<file path="src/rtl/sar_pkg.sv">
// Shared definitions for the SAR conversion sequencer: FSM encoding and
// accumulator sizing constants.
package sar_pkg;

  typedef enum logic [2:0] {
    IDLE     = 3'd0,
    WAIT_RDY = 3'd1,
    SAMPLE   = 3'd2,
    CONVERT  = 3'd3,
    ACCUM    = 3'd4,
    NEXT     = 3'd5
  } sar_state_t;

  // Extra accumulator bits so that 2^AVG_MAX full-scale codes never overflow
  localparam int ACC_GUARD = 3;
  localparam int AVG_MAX   = 3;

endpackage

</file>
<file path="src/rtl/sar_ch_pick.sv">
// Combinational channel search: lowest set bit of the mask, and the next set
// bit above the current channel, optionally wrapping back to the lowest.
module sar_ch_pick #(
  parameter int NCH  = 4,
  parameter int CH_W = 2
) (
  input  logic [NCH-1:0]  mask,
  input  logic [CH_W-1:0] cur,
  input  logic            wrap,
  output logic [CH_W-1:0] first,
  output logic [CH_W-1:0] nxt,
  output logic            found
);

  logic [CH_W-1:0] nxt_hi;
  logic            hi_found;

  always_comb begin
    first    = '0;
    nxt_hi   = '0;
    hi_found = 1'b0;
    // Scan downwards so the lowest qualifying index is the one left standing
    for (int i = NCH - 1; i >= 0; i--) begin
      if (mask[i]) begin
        first = CH_W'(i);
        if (i > int'(cur)) begin
          nxt_hi   = CH_W'(i);
          hi_found = 1'b1;
        end
      end
    end
    found = hi_found | (wrap & (|mask));
    nxt   = hi_found ? nxt_hi : first;
  end

endmodule

</file>
<file path="src/rtl/sar_seq.sv">
// SAR ADC sequencer: scans enabled channels, runs the successive-approximation
// search against the analogue comparator, averages and hands results out.
module sar_seq
  import sar_pkg::*;
#(
  parameter int NSTEP = 10,
  parameter int NCH   = 4,
  parameter int CH_W  = 2
) (
  input  logic             f100m_clk,
  input  logic             rstb,
  input  logic             soc,
  input  logic             stop,
  input  logic [NCH-1:0]   ch_mask,
  input  logic             cont,
  input  logic [1:0]       avg_log2,
  input  logic [3:0]       smp_cyc,
  output logic             busy,
  output logic [NSTEP-1:0] res_data,
  output logic [CH_W-1:0]  res_ch,
  output logic             res_valid,
  input  logic             res_ready,
  output logic             overrun,
  output logic             err,
  input  logic             ms_sar_dh,
  input  logic             ms_sar_dl,
  input  logic             ms_sar_rdy,
  output logic             ms_sar_clock,
  output logic             ms_sar_sample,
  output logic [NSTEP-1:0] ms_sar_sw,
  output logic [NSTEP-1:0] ms_sar_swb,
  output logic [CH_W-1:0]  ms_sar_ch
);

  localparam int ACC_W = NSTEP + ACC_GUARD;
  localparam int BI_W  = $clog2(NSTEP);
  localparam int CNV_W = AVG_MAX;

  sar_state_t      state;
  logic [NCH-1:0]  mask_q;
  logic            cont_q;
  logic [1:0]      avg_q;
  logic [3:0]      smp_q;
  logic            stop_q;
  logic [CH_W-1:0] cur_ch;
  logic [3:0]      smp_cnt;
  logic [BI_W-1:0] bit_idx;
  logic [CNV_W-1:0] cnv_cnt;
  logic [CNV_W-1:0] cnv_last;
  logic [ACC_W-1:0] acc;
  logic            bit_val;

  logic [NCH-1:0]  pick_mask;
  logic            pick_wrap;
  logic [CH_W-1:0] pick_first;
  logic [CH_W-1:0] pick_next;
  logic            pick_found;

  // Average of 2^n accumulated codes, truncated toward zero
  function automatic logic [NSTEP-1:0] avg_trunc(input logic [ACC_W-1:0] sum,
                                                 input logic [1:0]       n);
    return NSTEP'(sum >> n);
  endfunction

  // In IDLE the live mask picks the first channel; afterwards the captured one
  assign pick_mask    = (state == IDLE) ? ch_mask : mask_q;
  assign pick_wrap    = cont_q & ~stop_q;
  assign cnv_last     = CNV_W'((1 << avg_q) - 1);
  assign bit_val      = ms_sar_dh & ~ms_sar_dl;
  assign ms_sar_clock = ~f100m_clk;
  assign ms_sar_swb   = ~ms_sar_sw;

  sar_ch_pick #(
    .NCH  (NCH),
    .CH_W (CH_W)
  ) u_pick (
    .mask  (pick_mask),
    .cur   (cur_ch),
    .wrap  (pick_wrap),
    .first (pick_first),
    .nxt   (pick_next),
    .found (pick_found)
  );

  always_ff @(posedge f100m_clk or negedge rstb) begin
    if (!rstb) begin
      state         <= IDLE;
      busy          <= 1'b0;
      mask_q        <= '0;
      cont_q        <= 1'b0;
      avg_q         <= '0;
      smp_q         <= '0;
      stop_q        <= 1'b0;
      cur_ch        <= '0;
      smp_cnt       <= '0;
      bit_idx       <= '0;
      cnv_cnt       <= '0;
      acc           <= '0;
      res_data      <= '0;
      res_ch        <= '0;
      res_valid     <= 1'b0;
      overrun       <= 1'b0;
      err           <= 1'b0;
      ms_sar_sample <= 1'b0;
      ms_sar_sw     <= '0;
      ms_sar_ch     <= '0;
    end else begin
      overrun <= 1'b0;
      err     <= 1'b0;
      if (state != IDLE && stop)
        stop_q <= 1'b1;
      if (res_valid && res_ready)
        res_valid <= 1'b0;

      case (state)
        IDLE: begin
          if (soc && (|ch_mask)) begin
            mask_q    <= ch_mask;
            cont_q    <= cont;
            avg_q     <= avg_log2;
            smp_q     <= smp_cyc;
            cur_ch    <= pick_first;
            ms_sar_ch <= pick_first;
            acc       <= '0;
            cnv_cnt   <= '0;
            busy      <= 1'b1;
            state     <= WAIT_RDY;
          end
        end

        WAIT_RDY: begin
          if (ms_sar_rdy) begin
            smp_cnt       <= '0;
            ms_sar_sample <= 1'b1;
            state         <= SAMPLE;
          end
        end

        SAMPLE: begin
          if (smp_cnt == smp_q) begin
            ms_sar_sample <= 1'b0;
            ms_sar_sw     <= {1'b1, {(NSTEP-1){1'b0}}};
            bit_idx       <= BI_W'(NSTEP - 1);
            state         <= CONVERT;
          end else begin
            smp_cnt <= smp_cnt + 1'b1;
          end
        end

        // One trial bit per cycle; a double-high comparator is an error and reads as 0
        CONVERT: begin
          ms_sar_sw[bit_idx] <= bit_val;
          if (ms_sar_dh && ms_sar_dl)
            err <= 1'b1;
          if (bit_idx == '0) begin
            state <= ACCUM;
          end else begin
            ms_sar_sw[bit_idx - 1'b1] <= 1'b1;
            bit_idx                   <= bit_idx - 1'b1;
          end
        end

        ACCUM: begin
          acc <= acc + ACC_W'(ms_sar_sw);
          if (cnv_cnt == cnv_last) begin
            cnv_cnt <= '0;
            state   <= NEXT;
          end else begin
            cnv_cnt <= cnv_cnt + 1'b1;
            state   <= WAIT_RDY;
          end
        end

        // Result load never waits on the consumer; an unread result is replaced
        NEXT: begin
          res_data  <= avg_trunc(acc, avg_q);
          res_ch    <= cur_ch;
          res_valid <= 1'b1;
          overrun   <= res_valid & ~res_ready;
          acc       <= '0;
          if (pick_found) begin
            cur_ch    <= pick_next;
            ms_sar_ch <= pick_next;
            state     <= WAIT_RDY;
          end else begin
            busy   <= 1'b0;
            stop_q <= 1'b0;
            state  <= IDLE;
          end
        end

        default: begin
          busy  <= 1'b0;
          state <= IDLE;
        end
      endcase
    end
  end

endmodule

</file>
<file path="config.mk">
export PLATFORM = sky130hd
export DESIGN_NAME = sar_seq
export DESIGN_NICKNAME = d
export VERILOG_FILES = /design/src/rtl/sar_pkg.sv /design/src/rtl/sar_ch_pick.sv /design/src/rtl/sar_seq.sv
export SDC_FILE = /design/constraint.sdc
export NUM_CORES = 1
export LEC_CHECK = 0
export ABC_AREA = 1
export CAP_MARGIN = 40
export CORE_AREA = 2 2 100 102
export DETAILED_ROUTE_END_ITERATION = 8
export DIE_AREA = 0 0 102 104
export PLACE_DENSITY = 0.67
export SETUP_SLACK_MARGIN = 0.4
export SLEW_MARGIN = 20
export SYNTH_ARGS = -nofsm -noshare
export SYNTH_HDL_FRONTEND = slang
export SYNTH_SLANG_ARGS = --single-unit
</file>
<file path="constraint.sdc">
create_clock -name f100m_clk -period 2.6 [get_ports f100m_clk]
set_clock_uncertainty 0.2 [all_clocks]
set_input_delay 0.26 -clock f100m_clk [delete_from_list [all_inputs] [get_ports f100m_clk]]
set_output_delay 0.26 -clock f100m_clk [all_outputs]
set_load 0.01 [all_outputs]
</file>
== Word-level counts from Yosys, hierarchy flattened ==
Index checks and enable logic that the tools add are counted.

* Bits in registers: 68
* Bits in latches: 0
* Bits in writable memories: 0
* Bits in read-only memories: 0
* Output and inout bits: 40
* Memories kept: 0

* $add $sub $neg: 5
* Multipliers: 0
* Divide/modulo/power cells: 0
* $lt $le $gt $ge: 7
* Equality and inequality tests: 15
* Shifts and indexed selects: 2
* Multiplexer cells: 61
* Bitwise operators: 12
* Reductions and logical operators: 28

{| class="wikitable"
|+ Operators with widths
! kind !! number
|-
| 13-bit one-hot mux with 3 select lines || 1
|-
| 2-bit 2-to-1 mux || 13
|-
| 1-bit 2-to-1 mux || 21
|-
| 3-bit 2-to-1 mux || 7
|-
| 10-bit 2-to-1 mux || 2
|-
| 4-bit 2-to-1 mux || 5
|-
| 10-bit one-hot mux with 2 select lines || 1
|-
| 3-bit one-hot mux with 6 select lines || 1
|-
| 4-bit one-hot mux with 2 select lines || 2
|-
| 3-bit AND reduction || 5
|-
| 2-bit != test (second input constant) || 7
|-
| 13-bit by 10-bit adder with 13-bit output || 1
|-
| 13-bit 2-to-1 mux || 1
|-
| 13-bit by 2-bit >> shifter with 10-bit output || 1
|-
| 4-bit OR reduction || 3
|-
| 10-bit bitwise mux || 1
|-
| 4-bit by 5-bit < comparator with 1-bit output (second input constant) || 2
|-
| 10-bit NOT || 1
|-
| 10-bit bitwise OR || 1
|-
| 2-bit nonzero test || 5
|-
| 1-bit demux with 4-bit select || 2
|-
| 4-bit by 1-bit greater-or-equal comparator with 1-bit output (second input constant) || 2
|-
| 2-bit AND reduction || 4
|-
| 3-bit by 2-bit == test with 1-bit output (second input constant) || 2
|-
| other kinds (24) || 39
|}

== Logic depth before layout (Yosys ltp) ==
Gate-level depths: netlist of run 1.

* Depth after elaboration: 10
* Depth in mapped cells: 12

== Modules after synthesis ==
A second synthesis of run 1 with hierarchy kept.

* Cells, all modules: 608
* Area total of the unflattened synthesis: 4322.9 um2

{| class="wikitable"
|+ By module, submodules not included
! module !! instances !! cells each !! area an instance (um2)
|-
| sar_seq || 1 || 584 || 4221.5
|-
| sar_ch_pick || 1 || 24 || 101.3
|}

==> flow_summary.json, run 1 <==
{
  "status": "finished clean",
  "io_pins": 59,
  "area_delta_synth_final_pct": 22.7,
  "wl_met3_um": 556,
  "p_leak_nw": 2.49,
  "start_util": 0.440,
  "fp.dieArea_um2": 10600,
  "grt_pass1_vias": 3711,
  "ys_types": 40,
  "cp_max_fo": 5,
  "vias": 3895,
  "fp-row-count": 36,
  "grtUsageTotal": 0.197,
  "syn-instance-count": 561,
  "hold_path.class": "in -> async",
  "hpwl_um": 7320,
  "endpoint_kind": "output port",
  "syn_nets": 600,
  "drive_gt1_frac": 0.0886,
  "setup_viol": 0,
  "rsz0062_at_grt": "no",
  "num_antenna_cells": 0,
  "crit_family": "buffers and inverters",
  "syn_area_per_cell_um2": 7.50,
  "cp_data_arrival_time_ns": 1.71,
  "clockBufferDepth": 2,
  "die_w_um": 102,
  "synth_mux_area_frac": 0.0119,
  "drtPass1Iterations": 5,
  "hold_viol": 0,
  "maxSlewViolCount": 0,
  "nFillCells": 948,
  "critPathKind": "clk -> out",
  "maxSlewHeadroom": 0.582,
  "ys_warn_count": 0,
  "required_ns": 2.14,
  "maxCapViolCount": 0,
  "grt_pass1_wl_um": 16900,
  "clkTransAtPathRegs_ns": 0.07,
  "cts_htree_levels": 3,
  "reg2reg_depth": 8,
  "drt-vias-per-instance": 5.09,
  "wirelength_um": 9730,
  "p_per_area_nw_per_um2": 1090,
  "yosys.area_share.simple": 0.273,
  "synth_compound_area_frac": 0.160,
  "reg2reg_to": "acc[12]",
  "antenna_found_initial": 0,
  "place.gp.congestion": 0.957,
  "rrSetupSlack_ns": 0.56,
  "cts-root-buf": "clkbuf_8",
  "yosysSeqAreaShare": 0.405,
  "wl_met2_um": 4440,
  "path_buf_inv": 4,
  "worst_path_largest_cell_delay_ns": 0.13,
  "finish.net_count": 668,
  "cp-start-kind": "clock port",
  "holdWs_ns": 0.182,
  "netlist_area_um2": 4210,
  "r2r-start": "acc[3]",
  "vdd_drop_max_mv": 0.519,
  "detail-route-antenna-nets": 0,
  "synthXorXnorAreaFrac": 0.0146,
  "overflow": 0,
  "path_cells": "clkbuf_16 > clkbuf_8 > inv_2 > buf_2",
  "numCtsBuffers": 9,
  "clkLatencyLatePin_ns": 0.44,
  "die_h_um": 104,
  "critPathSlowestCell": "clkbuf_16",
  "top_layer": "met4",
  "worst_pin_slew_ns": 0.627,
  "path_depth": 4,
  "setup_tns_ns": 0,
  "place.port_buffers": 58,
  "drtIter0Drc": 297,
  "grt_max_degree": 69,
  "core-area_um2": 9550,
  "ys_ff_latch": 68,
  "wl_per_cell_um": 12.7,
  "synth_top_family_by_area": "simple AND/OR/NAND/NOR gates",
  "synthAdderAreaFrac": 0.0613,
  "cts_tree": "built",
  "wl_met1_um": 4620,
  "drc": 0
}
stage by stage:
step           power [mW]  instance area (um2)  utilization  cells  setup WS [ns]
2_1_floorplan        3.75                 4210            -    561          0.517
3_3_place_gp         4.67                 4930        0.517    746          0.299
3_5_place_dp         4.75                 4930        0.517    746          0.299
4_1_cts              5.65                 5140        0.538    764          0.403
5_1_grt              6.18                 5160        0.540    765          0.402
6_report             5.65                 5160        0.540    765          0.432
per-layer routing:
layer | track usage | up-vias
met5 | 0 | -
met4 | 0.0657 | 0
met3 | 0.0390 | 8
met2 | 0.301 | 112
met1 | 0.279 | 1795
li1 | - | 1980
layout by cell type (no fill, tap or decap), types with 2 or more instances in the layout:
cell / n
nand2_1: 148
dfrtp_1: 68
o21ai_0: 64
inv_1: 61
clkdlybuf4s50_1: 56
nor2_1: 43
a21oi_1: 37
nand3_1: 35
ha_1: 18
nand2_2: 10
clkbuf_8: 10
inv_2: 6
xor2_1: 6
buf_4: 6
o211ai_1: 5
mux2i_1: 5
nor3_1: 4
or2_2: 4
o22a_1: 4
o22ai_1: 4
nor2_4: 3
nand4_1: 3
nand2_4: 2
nor2_2: 2
nand3_2: 2
o21ai_1: 2
a2bb2oi_1: 2
clkbuf_1: 2
buf_2: 2
state kept, by name, summed over array words and instances (netlist names):
| signal | flops |
|---|---|
| acc | 13 |
| ms_sar_sw | 10 |
| res_data | 10 |
| bit_idx | 4 |
| mask_q | 4 |
| smp_cnt | 4 |
| smp_q | 4 |
| cnv_cnt | 3 |
| state | 3 |
| avg_q | 2 |
| cur_ch | 2 |
| res_ch | 2 |
| busy | 1 |
| cont_q | 1 |
| err | 1 |
| ms_sar_sample | 1 |
| overrun | 1 |
| res_valid | 1 |
| stop_q | 1 |
cell families (layout without fill, tap and decap cells):
kind of cell             Yosys count  after routing
XOR/XNOR                           7              7
buffers and inverters             78            149
AO/OA/AOI/OAI                    124            124
AND/OR/NAND/NOR                  259            259
adder cells (fa/ha/maj)           20             20
flip-flops                        68             68
multiplexers                       5              5
synth_stat cells, drive strengths merged:
| cell type | n | area (um2) |
|---|---|---|
| a21boi | 1 | 7.51 |
| a21o | 1 | 7.51 |
| a21oi | 38 | 190 |
| a2bb2oi | 2 | 17.5 |
| a31oi | 1 | 6.26 |
| a32oi | 1 | 8.76 |
| buf | 6 | 38.8 |
| clkbuf | 3 | 11.3 |
| clkinv | 1 | 3.75 |
| dfrtp | 68 | 1700 |
| fa | 1 | 20.0 |
| ha | 19 | 238 |
| inv | 68 | 258 |
| mux2i | 5 | 50.1 |
| nand2 | 160 | 641 |
| nand3 | 38 | 213 |
| nand3b | 1 | 7.51 |
| nand4 | 3 | 18.8 |
| nor2 | 48 | 208 |
| nor3 | 5 | 36.3 |
| o211ai | 5 | 37.5 |
| o21ai | 67 | 339 |
| o22a | 4 | 35.0 |
| o22ai | 4 | 25.0 |
| or2 | 4 | 25.0 |
| xnor2 | 1 | 8.76 |
| xor2 | 6 | 52.6 |
worst max path at each step:
stage                              end          from  slack, ns
after floorplan                acc[12]  ms_sar_sw[0]       0.52
after global placement    ms_sar_clock     f100m_clk       0.30
after detailed placement  ms_sar_clock     f100m_clk       0.30
after CTS                 ms_sar_clock     f100m_clk       0.40
after global routing            acc[9]      state[0]       0.40
final                     ms_sar_clock     f100m_clk       0.43
cell type report:
cell class	count	area [um2]	share of cell area
Tap cell	133	166	0.0322
Timing Repair Buffer	62	618	0.120
Clock buffer	17	198	0.0383
Multi-Input combinational cell	415	2210	0.428
Inverter	68	258	0.0499
Sequential cell	68	1700	0.330
Clock inverter	2	11.3	0.00218
what timing repair did:
action	in CTS	in global routing
hold buffers	1	0
buffers inserted	3	1
resized for setup	5	3
pin swaps	0	1
endpoints found under the setup margin	1	3
endpoints found under the hold margin	68	0
where the power goes:
part           internal [mW]  switching [mW]
Clock                  0.494           0.430
Sequential              1.44           0.408
Combinational           1.21            1.66
Total                   3.15            2.50
worst register-to-register path: stages (launching register included):
cell     delay, ns
dfrtp_1       0.41
ha_1          0.35
a21oi_1       0.22
nand2_1       0.15
nand3_1       0.11
nand3_1       0.09
or2_2         0.28
nand3_1       0.07
nand2_1       0.05
(Power assumes the default switching activity.)
==> run 2: changes to the inputs <==
- CORE_AREA: 2 2 100 102 -> 2 2 122 124
- DIE_AREA: 0 0 102 104 -> 0 0 124 126
- PLACE_DENSITY: 0.67 -> default
- PLACE_DENSITY_LB_ADDON: default -> 0.15
- SETUP_SLACK_MARGIN: 0.4 -> default
- clock period: 2.6 -> 2.35 ns (I/O delays scaled with it)
==> flow_summary.json, run 2 (same netlist as run 1, synthesis figures left out) <==
{
  "critPathKind": "clk -> out",
  "regMostFlops": "acc",
  "cp_data_arrival_time_ns": 1.82,
  "post_cts_buffers": 0,
  "largest_reg_flops": 13,
  "status": "finished clean",
  "cts-root-buf": "clkbuf_16",
  "grt_pass1_wl_um": 18400,
  "finish.net_count": 669,
  "nFillCells": 1526,
  "wl_per_cell_um": 13.3,
  "area_delta_synth_final_pct": 25.8,
  "hold_viol": 0,
  "reg2reg_depth": 9,
  "vias": 3807,
  "place.port_buffers": 58,
  "drtPass1Iterations": 5,
  "reg2reg_to": "acc[12]",
  "fp-row-count": 44,
  "antenna_found_initial": 0,
  "overflow": 0,
  "cts_htree_levels": 3,
  "die_w_um": 124,
  "clkTransAtPathRegs_ns": 0.05,
  "drc": 0,
  "cts_tree": "built",
  "final_cell_mix": "nand2_1 (148), dfrtp_1 (68), o21ai_0 (64)",
  "clkLatencyLatePin_ns": 0.34,
  "core-area_um2": 14300,
  "reg_top3": "acc x13, ms_sar_sw x10, res_data x10",
  "drt-vias-per-instance": 4.67,
  "final_common_cell": "nand2_1",
  "drtIter0Drc": 185,
  "rrSetupSlack_ns": 0.23,
  "die_h_um": 126,
  "crit_start": "f100m_clk",
  "hpwl_um": 8210,
  "setup_tns_ns": 0,
  "detail-route-antenna-nets": 0,
  "grt_pass1_vias": 3788,
  "final_util": 0.369,
  "maxSlewHeadroom": 0.660,
  "grtUsageTotal": 0.150,
  "vdd_drop_max_mv": 0.523,
  "cp-start-kind": "clock port",
  "dp.cells": 802,
  "p_per_area_nw_per_um2": 1220,
  "num_antenna_cells": 0,
  "required_ns": 1.91,
  "grt_max_degree": 69,
  "instances_no_fill": 816,
  "place.gp.congestion": 0.824,
  "start_util": 0.294,
  "maxCapViolCount": 0,
  "worst_pin_slew_ns": 0.509,
  "fp.dieArea_um2": 15600,
  "numCtsBuffers": 9,
  "worstSetupEndpoint": "ms_sar_clock",
  "p_leak_nw": 2.54,
  "maxSlewViolCount": 0,
  "io_pins": 59,
  "drive_gt1_frac": 0.0854,
  "setup_viol": 0,
  "cp_max_fo": 9,
  "r2r-start": "ms_sar_sw[0]",
  "clockBufferDepth": 2,
  "wirelength_um": 10900,
  "hold_path.class": "in -> reg",
  "endpoint_kind": "output port",
  "rsz0062_at_grt": "no"
}
-- run 2: cell types whose count changed in the layout (fill, tap and decap cells not counted), sizes merged --
| cell | previous run | this run |
|---|---|---|
| clkbuf | 13 | 9 |
| clkinv | 1 | 5 |
| clkinvlp | 1 | 0 |
| dlygate4sd2 | 0 | 1 |
-- run 2: area by class of cell --
class                   instances  area [um2]  share of cell area
well taps                     184         230              0.0435
inverters                      68         258              0.0487
repair buffers                 66         648               0.123
clock buffers                  10         234              0.0442
flip-flops and latches         68        1700               0.322
clock inverters                 5        22.5             0.00426
multi-input cells             415        2190               0.415
-- run 2: metrics by stage --
step | area (um2) | power, mW | hold slack [ns] | setup WS (ns)
finish | 5290 | 6.44 | 0.239 | 0.0978
global route | 5290 | 7.08 | 0.250 | 0.0532
CTS | 5290 | 6.55 | 0.233 | 0.0719
detailed placement | 5030 | 5.33 | 0.0987 | 0.189
global placement | 5030 | 5.31 | 0.0945 | 0.199
floorplan | 4210 | 4.15 | -0.261 | 0.267
-- run 2: how the worst min path moves through the flow --
stage / startpoint / cells after the start / slack (ns) / to
after floorplan: rstb / 0 / -0.26 / acc[0]
after CTS: smp_cyc[0] / 3 / 0.23 / smp_q[0]
after detailed placement: rstb / 2 / 0.1 / res_data[0]
final: smp_cyc[2] / 3 / 0.24 / smp_q[2]
after global placement: rstb / 2 / 0.09 / res_data[0]
after global routing: ms_sar_dh / 3 / 0.25 / err
-- run 2: worst max-delay path: stages --
cell and delay (ns):
clkbuf_16 0.17, clkbuf_16 0.17, inv_1 0.05, dlygate4sd2_1 0.26
-- run 2: report_power, final --
part / internal [mW] / switching (mW)
clock: 0.704 / 0.494
sequential: 1.60 / 0.419
combinational: 1.35 / 1.88
total: 3.65 / 2.79
-- run 2: per-layer routing --
metal / up-vias / GRT usage / part of all wire
met2: 65 / 0.239 / 0.47
met1: 1762 / 0.194 / 0.48
met5: - / 0 / 0
li1: 1973 / - / -
met4: 0 / 0.0443 / 0.0082
met3: 7 / 0.0498 / 0.040
-- run 2: repair_timing --
action	CTS	global route
endpoints found under the hold margin	68	0
hold buffers	1	0
endpoints found under the setup margin	1	1
gates resized for setup	1	1
